===== config.mk =====
export PLATFORM = sky130hd
export DESIGN_NAME = sparc_exu_alu_rdpipe
export DESIGN_NICKNAME = d
export VERILOG_FILES = /design/src/rtl/sparc_exu_alu_rdpipe.sv
export SDC_FILE = /design/constraint.sdc
export NUM_CORES = 1
export LEC_CHECK = 0
export ABC_AREA = 0
export ABC_CLOCK_PERIOD_IN_PS = 1440
export CORE_ASPECT_RATIO = 1.75
export CORE_MARGIN = 4
export CORE_UTILIZATION = 44
export DETAILED_ROUTE_END_ITERATION = 12
export GPL_TIMING_DRIVEN = 0
export PLACE_DENSITY = 0.9
export SLEW_MARGIN = 20
export SYNTH_ARGS = -nofsm -noshare
export SYNTH_HDL_FRONTEND = slang
export SYNTH_SLANG_ARGS = --single-unit

===== constraint.sdc =====
create_clock -name rclk -period 1.44 [get_ports rclk]
set_input_delay 0.288 -clock rclk [delete_from_list [all_inputs] [get_ports rclk]]
set_output_delay 0.288 -clock rclk [all_outputs]
set_load 0.02 [all_outputs]

===== src/rtl/sparc_exu_alu_rdpipe.sv =====
// ALU result pipeline (E->M->W) with regfile write-back from W and
// D-stage forwarding-select generation against in-flight E/M/W producers.
module sparc_exu_alu_rdpipe #(
    parameter int unsigned DATA_W = 64,
    parameter int unsigned RD_W   = 5,
    parameter int unsigned TID_W  = 2
) (
    input  logic              rclk,
    input  logic              rst_l,
    input  logic [DATA_W-1:0] alu_byp_rd_data_e,
    input  logic [RD_W-1:0]   ecl_rd_e,
    input  logic [TID_W-1:0]  ecl_tid_e,
    input  logic              ecl_wen_e,
    input  logic              ecl_kill_m,
    input  logic              ecl_stall,
    input  logic [RD_W-1:0]   ifu_rs1_d,
    input  logic [RD_W-1:0]   ifu_rs2_d,
    input  logic [RD_W-1:0]   ifu_rs3_d,
    input  logic [TID_W-1:0]  ifu_tid_d,
    output logic [DATA_W-1:0] byp_rd_data_m,
    output logic [DATA_W-1:0] byp_rd_data_w,
    output logic              exu_irf_wen_w,
    output logic [RD_W-1:0]   exu_irf_rd_w,
    output logic [TID_W-1:0]  exu_irf_tid_w,
    output logic [1:0]        byp_rs1_sel_d,
    output logic [1:0]        byp_rs2_sel_d,
    output logic [1:0]        byp_rs3_sel_d
);

    logic [RD_W-1:0]  rd_m;
    logic [TID_W-1:0] tid_m;
    logic             wen_m;

    // Pipeline registers; a kill during stall drops the M write in place.
    always_ff @(posedge rclk) begin
        if (!rst_l) begin
            byp_rd_data_m <= '0;
            rd_m          <= '0;
            tid_m         <= '0;
            wen_m         <= 1'b0;
            byp_rd_data_w <= '0;
            exu_irf_rd_w  <= '0;
            exu_irf_tid_w <= '0;
            exu_irf_wen_w <= 1'b0;
        end else if (ecl_stall) begin
            if (ecl_kill_m) begin
                wen_m <= 1'b0;
            end
        end else begin
            byp_rd_data_m <= alu_byp_rd_data_e;
            rd_m          <= ecl_rd_e;
            tid_m         <= ecl_tid_e;
            wen_m         <= ecl_wen_e;
            byp_rd_data_w <= byp_rd_data_m;
            exu_irf_rd_w  <= rd_m;
            exu_irf_tid_w <= tid_m;
            exu_irf_wen_w <= wen_m & ~ecl_kill_m;
        end
    end

    // Effective producers; r0 is never a forwarding source.
    logic ven_e, ven_m, ven_w;
    assign ven_e = ecl_wen_e & (ecl_rd_e != '0);
    assign ven_m = wen_m & ~ecl_kill_m & (rd_m != '0);
    assign ven_w = exu_irf_wen_w & (exu_irf_rd_w != '0);

    function automatic logic [1:0] fwd_sel(
        input logic [RD_W-1:0]  rs,
        input logic [TID_W-1:0] tid_d,
        input logic             v_e,
        input logic [RD_W-1:0]  r_e,
        input logic [TID_W-1:0] t_e,
        input logic             v_m,
        input logic [RD_W-1:0]  r_m,
        input logic [TID_W-1:0] t_m,
        input logic             v_w,
        input logic [RD_W-1:0]  r_w,
        input logic [TID_W-1:0] t_w
    );
        logic [1:0] sel;
        sel = 2'b00;
        if (v_e && (r_e == rs) && (t_e == tid_d)) begin
            sel = 2'b01;
        end else if (v_m && (r_m == rs) && (t_m == tid_d)) begin
            sel = 2'b10;
        end else if (v_w && (r_w == rs) && (t_w == tid_d)) begin
            sel = 2'b11;
        end
        return sel;
    endfunction

    // Youngest matching producer wins: E, then M, then W.
    always_comb begin
        byp_rs1_sel_d = fwd_sel(ifu_rs1_d, ifu_tid_d,
                                ven_e, ecl_rd_e, ecl_tid_e,
                                ven_m, rd_m, tid_m,
                                ven_w, exu_irf_rd_w, exu_irf_tid_w);
        byp_rs2_sel_d = fwd_sel(ifu_rs2_d, ifu_tid_d,
                                ven_e, ecl_rd_e, ecl_tid_e,
                                ven_m, rd_m, tid_m,
                                ven_w, exu_irf_rd_w, exu_irf_tid_w);
        byp_rs3_sel_d = fwd_sel(ifu_rs3_d, ifu_tid_d,
                                ven_e, ecl_rd_e, ecl_tid_e,
                                ven_m, rd_m, tid_m,
                                ven_w, exu_irf_rd_w, exu_irf_tid_w);
    end

endmodule


## Yosys cells after proc, flatten, opt, wreduce, memory -nomap -nowiden

Cells that the tools add are included.
Widths: inputs -> output; s select.

- Eq/ne operators: 13
- Multiplexer cells: 11
- Bitwise operators: 5
- Reductions and logical operators: 21

Operators with widths:

| cell | number |
|---|---|
| $eq 5x5->1 | 9 |
| $logic_and 1x1->1 | 18 |
| $mux 2 | 9 |
| $reduce_bool 5->1 | 3 |
| $eq 2x2->1 | 3 |
| $and 1x1->1 | 4 |
| $mux 1 | 2 |
| $ne 2x2->1 const B | 1 |
| $not 1->1 | 1 |

- Register bits after elaboration: 144
- Input port bits: 93
- Word-level logic and storage cells: 58

## Depth between registers and ports, before layout

- Word-level depth: 7
- Mapped depth: 5
- Mapped depth without buffers: 4

## Worst setup path after synthesis

Ideal clock, no wire load.

- Path kind: flip-flop to output port
- Start point: reg exu_irf_rd_w[4]
- End point: out byp_rs1_sel_d[1]
- Arrival time: 1438 ps
- Required time: 1152 ps
- Setup slack: -286 ps
- Cell stages (with the launch flop): 6
- Buffers on the path: 1
- Cell sequence: dfxtp_1 -> buf_4 -> nor3_1 -> a211oi_2 -> nand4_1 -> a21boi_1

- Cells in the longest elaborated chain, start to end: 7
- Elaborated cells between the ends (all ways): 8

Ends and longest elaborated chain:

| item | RTL line | source |
|---|---|---|
| start, declared | 23 | `output logic [RD_W-1:0] exu_irf_rd_w,` |
| start signal, assigned | 55 | `exu_irf_rd_w <= rd_m;` |
| $reduce_bool 5->1 | 65 | `assign ven_w = exu_irf_wen_w & (exu_irf_rd_w != '0);` |
| $and 1x1->1 | 65 |  |
| $logic_and 1x1->1 (*) (2 in a row) | 86 | `end else if (v_w && (r_w == rs) && (t_w == tid_d)) begin` |
| $mux 2 (*) | 86 |  |
| $mux 2 (*) | 84 | `end else if (v_m && (r_m == rs) && (t_m == tid_d)) begin` |
| $mux 2 (*) | 82 | `if (v_e && (r_e == rs) && (t_e == tid_d)) begin` |
| end, declared | 25 | `output logic [1:0] byp_rs1_sel_d,` |

Every way passes the cells marked *; elsewhere a longest branch is shown, timed or not.

## Worst setup path in the final report

- Start point: reg tid_m[0]
- End point: out byp_rs2_sel_d[1]

- Cells in the longest elaborated chain, start to end: 4

Ends and longest elaborated chain:

| item | RTL line | source |
|---|---|---|
| start, declared | 31 | `logic [TID_W-1:0] tid_m;` |
| start signal, assigned | 52 | `tid_m <= ecl_tid_e;` |
| $eq 2x2->1 | 84 |  |
| $logic_and 1x1->1 | 84 |  |
| $mux 2 | 84 |  |
| $mux 2 | 82 |  |
| end, declared | 26 | `output logic [1:0] byp_rs2_sel_d,` |

Every way passes these cells.

==> impl_metrics.py <==
metrics = {
    "sta": {
        "unrepaired_setup_endpoints_after_global_routing": "true",
        "number_of_hold_slack_violations_in_the_final_timing_report": 0,
        "achievable-frequency_mhz": 470.4,
        "final.min_clock_period_ns": 2.126,
        "finalHoldWorstSlack_ns": 0.2555,
        "final_min_period_over_clock_period_pct": 147.6,
        "tns_ns": -3.962,
        "transition_time_at_the_pin_with_the_least_slew_margin_ns": 0.4566,
        "worst_slew_margin_rel_pct": 69.56,
        "post-route-worst-setup-slack_ns": -0.6860,
        "final_setup_violation_count": 7,
        "maxSlewViolCount": 0,
        "clock_skew_ns": 0.009104,
    },
    "detailed_routing": {
        "totalWireLength_mm": 18.03,
        "vias_after_detailed_routing": 4972,
        "detail_route.iter0.violations": 98,
        "routedWlPerCell_um": 17.66,
        "drc_violations": 0,
        "detail_route.vias_per_cell": 4.870,
        "drt.antenna.violating_nets": 0,
        "dr.pass1.iters": 6,
    },
    "clock_network": {
        "tritoncts.num_buffers": 17,
        "tritoncts_clock_tree": "done",
        "root_buffer": "sky130_fd_sc_hd__clkbuf_16",
        "htree_num_levels": 4,
        "cts.clk_slew.worst_paths_ns": 0.06,
        "cts.sink_count": 144,
        "cts-hold-fix-buffers": 0,
        "clk-insertion-delay-late_ns": 0.41,
        "cts.path.max_buffers": 2,
    },
    "die": {
        "rows": 57,
        "chipHeight_um": 165.6,
        "die_area_mm2": 0.01625,
        "initial_core_util_pct": 44.93,
        "dieWidth_um": 98.08,
        "top_level_ports": 235,
        "coreArea_mm2": 0.01391,
    },
    "yosys": {
        "post_synth.cell_area_avg_um2": 10.87,
        "netlist_area_mm2": 0.006248,
        "synth_sequential_area_ratio_pct": 46.14,
        "netlist_instances": 575,
        "yosysUniqueCellTypes": 21,
        "synth_nets": 668,
        "ff_latch_count_synth": 144,
        "yosys_synthesis_warning_count": 0,
    },
    "pwr": {
        "p_leak_nw": 4.309,
        "vdd_drop_max_mv": 1.043,
        "power.total_mw": 10.02,
        "p_per_area_mw_per_mm2": 1077,
    },
    "global_routing": {
        "groute.usage.overall_pct": 22.12,
        "wire_length_of_the_first_global_routing_pass_mm": 28.26,
        "grt_overflow_total": 0,
        "first_global_vias": 5276,
        "number_of_antenna_violations_at_the_first_check_in_global_routing": 2,
        "grt_start_max_net_pins": 17,
    },
    "cells_and_area": {
        "final_util_pct": 66.91,
        "post_route_cells_drive_above_1_share_pct": 14.12,
        "synthToLayoutAreaGrowth_pct": 48.92,
        "fin_cells": 1021,
        "final_design_area_no_fill_mm2": 0.009305,
        "final_cell_mix": "143 x sky130_fd_sc_hd__mux2i_1, 143 x sky130_fd_sc_hd__nor2b_1, 136 x sky130_fd_sc_hd__dfxtp_1, 82 x sky130_fd_sc_hd__clkdlybuf4s50_1, 75 x sky130_fd_sc_hd__dlygate4sd2_1",
        "num-nets-final": 923,
    },
    "critical_path": {
        "crit_path_max_fanout": 4,
        "endpoint_kind": "output port",
        "required_ns": 1.15,
        "data_arrival_at_the_endpoint_of_the_critical_path_ns": 1.84,
        "setup.worst_path.start_class": "flip-flop",
        "worst-setup-path-type": "flip-flop to output port",
    },
    "placement": {
        "placed_cells_incl_taps": 981,
        "gp_congestion": 0.8699,
        "dp.final_hpwl_mm": 13.79,
        "placed_cell_area_mm2": 0.008828,
        "place_ws_ns": -1.174,
        "io_buffer_count": 229,
    },
    "worst_hold_path": {
        "timing.hold.worst.class": "primary input to flip-flop",
    },
    "flow_run": {
        "drv.max_cap_violation_count": 0,
    },
    "run_status": {
        "status": "finished, violations left",
        "violations": "negative setup slack",
    },
}
-- final timing paths --
check                                 start                              to  depth (start not counted)  slack [ns]
max                   tid_m[0]$_SDFFE_PN0N_                byp_rs2_sel_d[1]                          6       -0.69
min                             ecl_rd_e[2]            rd_m[2]$_SDFFE_PN0N_                          3        0.26
min reg2reg  byp_rd_data_w[13]$_SDFFE_PN0N_  byp_rd_data_w[13]$_SDFFE_PN0N_                          2        0.51
max reg2reg              wen_m$_SDFFE_PN0P_              wen_m$_SDFFE_PN0P_                          3        0.48
-- sequential cells by signal (all words and copies together) (netlist names) --
name	cells
exu_irf_tid_w	2
wen_m	1
exu_irf_wen_w	1
byp_rd_data_m	64
exu_irf_rd_w	5
byp_rd_data_w	64
tid_m	2
rd_m	5
-- area by class of cell --
type | instances | area, um2
multi-input cells | 386 | 3134
diodes | 1 | 2.502
clock inverters | 12 | 101.3
flip-flops and latches | 144 | 2905
plain buffers | 45 | 322.8
well taps | 177 | 221.5
repair buffers | 236 | 2160
fillers | 1124 | 4602
clock buffers | 20 | 457.9
-- routing by layer --
layer  global-route usage (%)  wire [um]  share of wire [%]
met3                    5.808        991                5.5
met2                    40.83       9808                 54
met4                    13.02       1034                5.7
met5                        0         12              0.067
met1                    21.60       6184                 34
-- cells in the mapped netlist --
| library cell | count | area [um2] |
|---|---|---|
| sky130_fd_sc_hd__nand4_1 | 9 | 56.30 |
| sky130_fd_sc_hd__nor3_1 | 11 | 55.05 |
| sky130_fd_sc_hd__nand2_1 | 1 | 3.750 |
| sky130_fd_sc_hd__nor2b_1 | 143 | 894.6 |
| sky130_fd_sc_hd__and4_1 | 3 | 26.28 |
| sky130_fd_sc_hd__nand2b_1 | 1 | 6.260 |
| sky130_fd_sc_hd__o21ai_1 | 3 | 15.01 |
| sky130_fd_sc_hd__and2b_1 | 1 | 7.510 |
| sky130_fd_sc_hd__buf_6 | 7 | 78.83 |
| sky130_fd_sc_hd__buf_2 | 9 | 45.04 |
| sky130_fd_sc_hd__buf_4 | 14 | 105.1 |
| sky130_fd_sc_hd__a211oi_2 | 2 | 25.02 |
| sky130_fd_sc_hd__clkbuf_2 | 1 | 5.000 |
| sky130_fd_sc_hd__nor2_1 | 12 | 45.04 |
| sky130_fd_sc_hd__dfxtp_1 | 144 | 2883 |
| sky130_fd_sc_hd__mux2i_1 | 143 | 1431 |
| sky130_fd_sc_hd__a21boi_1 | 4 | 30.03 |
| sky130_fd_sc_hd__a211oi_4 | 1 | 20.02 |
| sky130_fd_sc_hd__nor3_4 | 1 | 16.27 |
| sky130_fd_sc_hd__clkbuf_1 | 14 | 52.55 |
| sky130_fd_sc_hd__xor2_1 | 51 | 446.7 |
-- cells by family after synthesis --
group | count (synthesis) | share of synthesized area [%]
muxes | 143 | 22.91
xor gates and xnor gates | 51 | 7.149
buffers and inverters | 45 | 4.585
and+or+nand+nor | 182 | 17.78
AOI/OAI and AO/OA | 10 | 1.442
DFF | 144 | 46.14
-- critical path, stage by stage (launching register included) --
cell and delay (ns):
sky130_fd_sc_hd__dfxtp_4 0.35, sky130_fd_sc_hd__xor2_2 0.18, sky130_fd_sc_hd__a211oi_4 0.31, sky130_fd_sc_hd__buf_4 0.18, sky130_fd_sc_hd__nand4_1 0.10, sky130_fd_sc_hd__a21boi_2 0.17, sky130_fd_sc_hd__buf_6 0.13
-- where the power goes --
group | switching [mW] | internal (mW)
clock network | 1.78 | 2.34
logic | 0.807 | 0.794
registers | 0.129 | 4.17
-- repair_timing --
| action | CTS | global route |
|---|---|---|
| gates resized for setup | 206 | 71 |
| buffers inserted | 6 | 1 |
| setup endpoints to repair | 142 | 68 |
| endpoints found under the hold margin | 0 | 0 |
| pin swaps | 7 | 4 |
(Power assumes the default switching activity.)
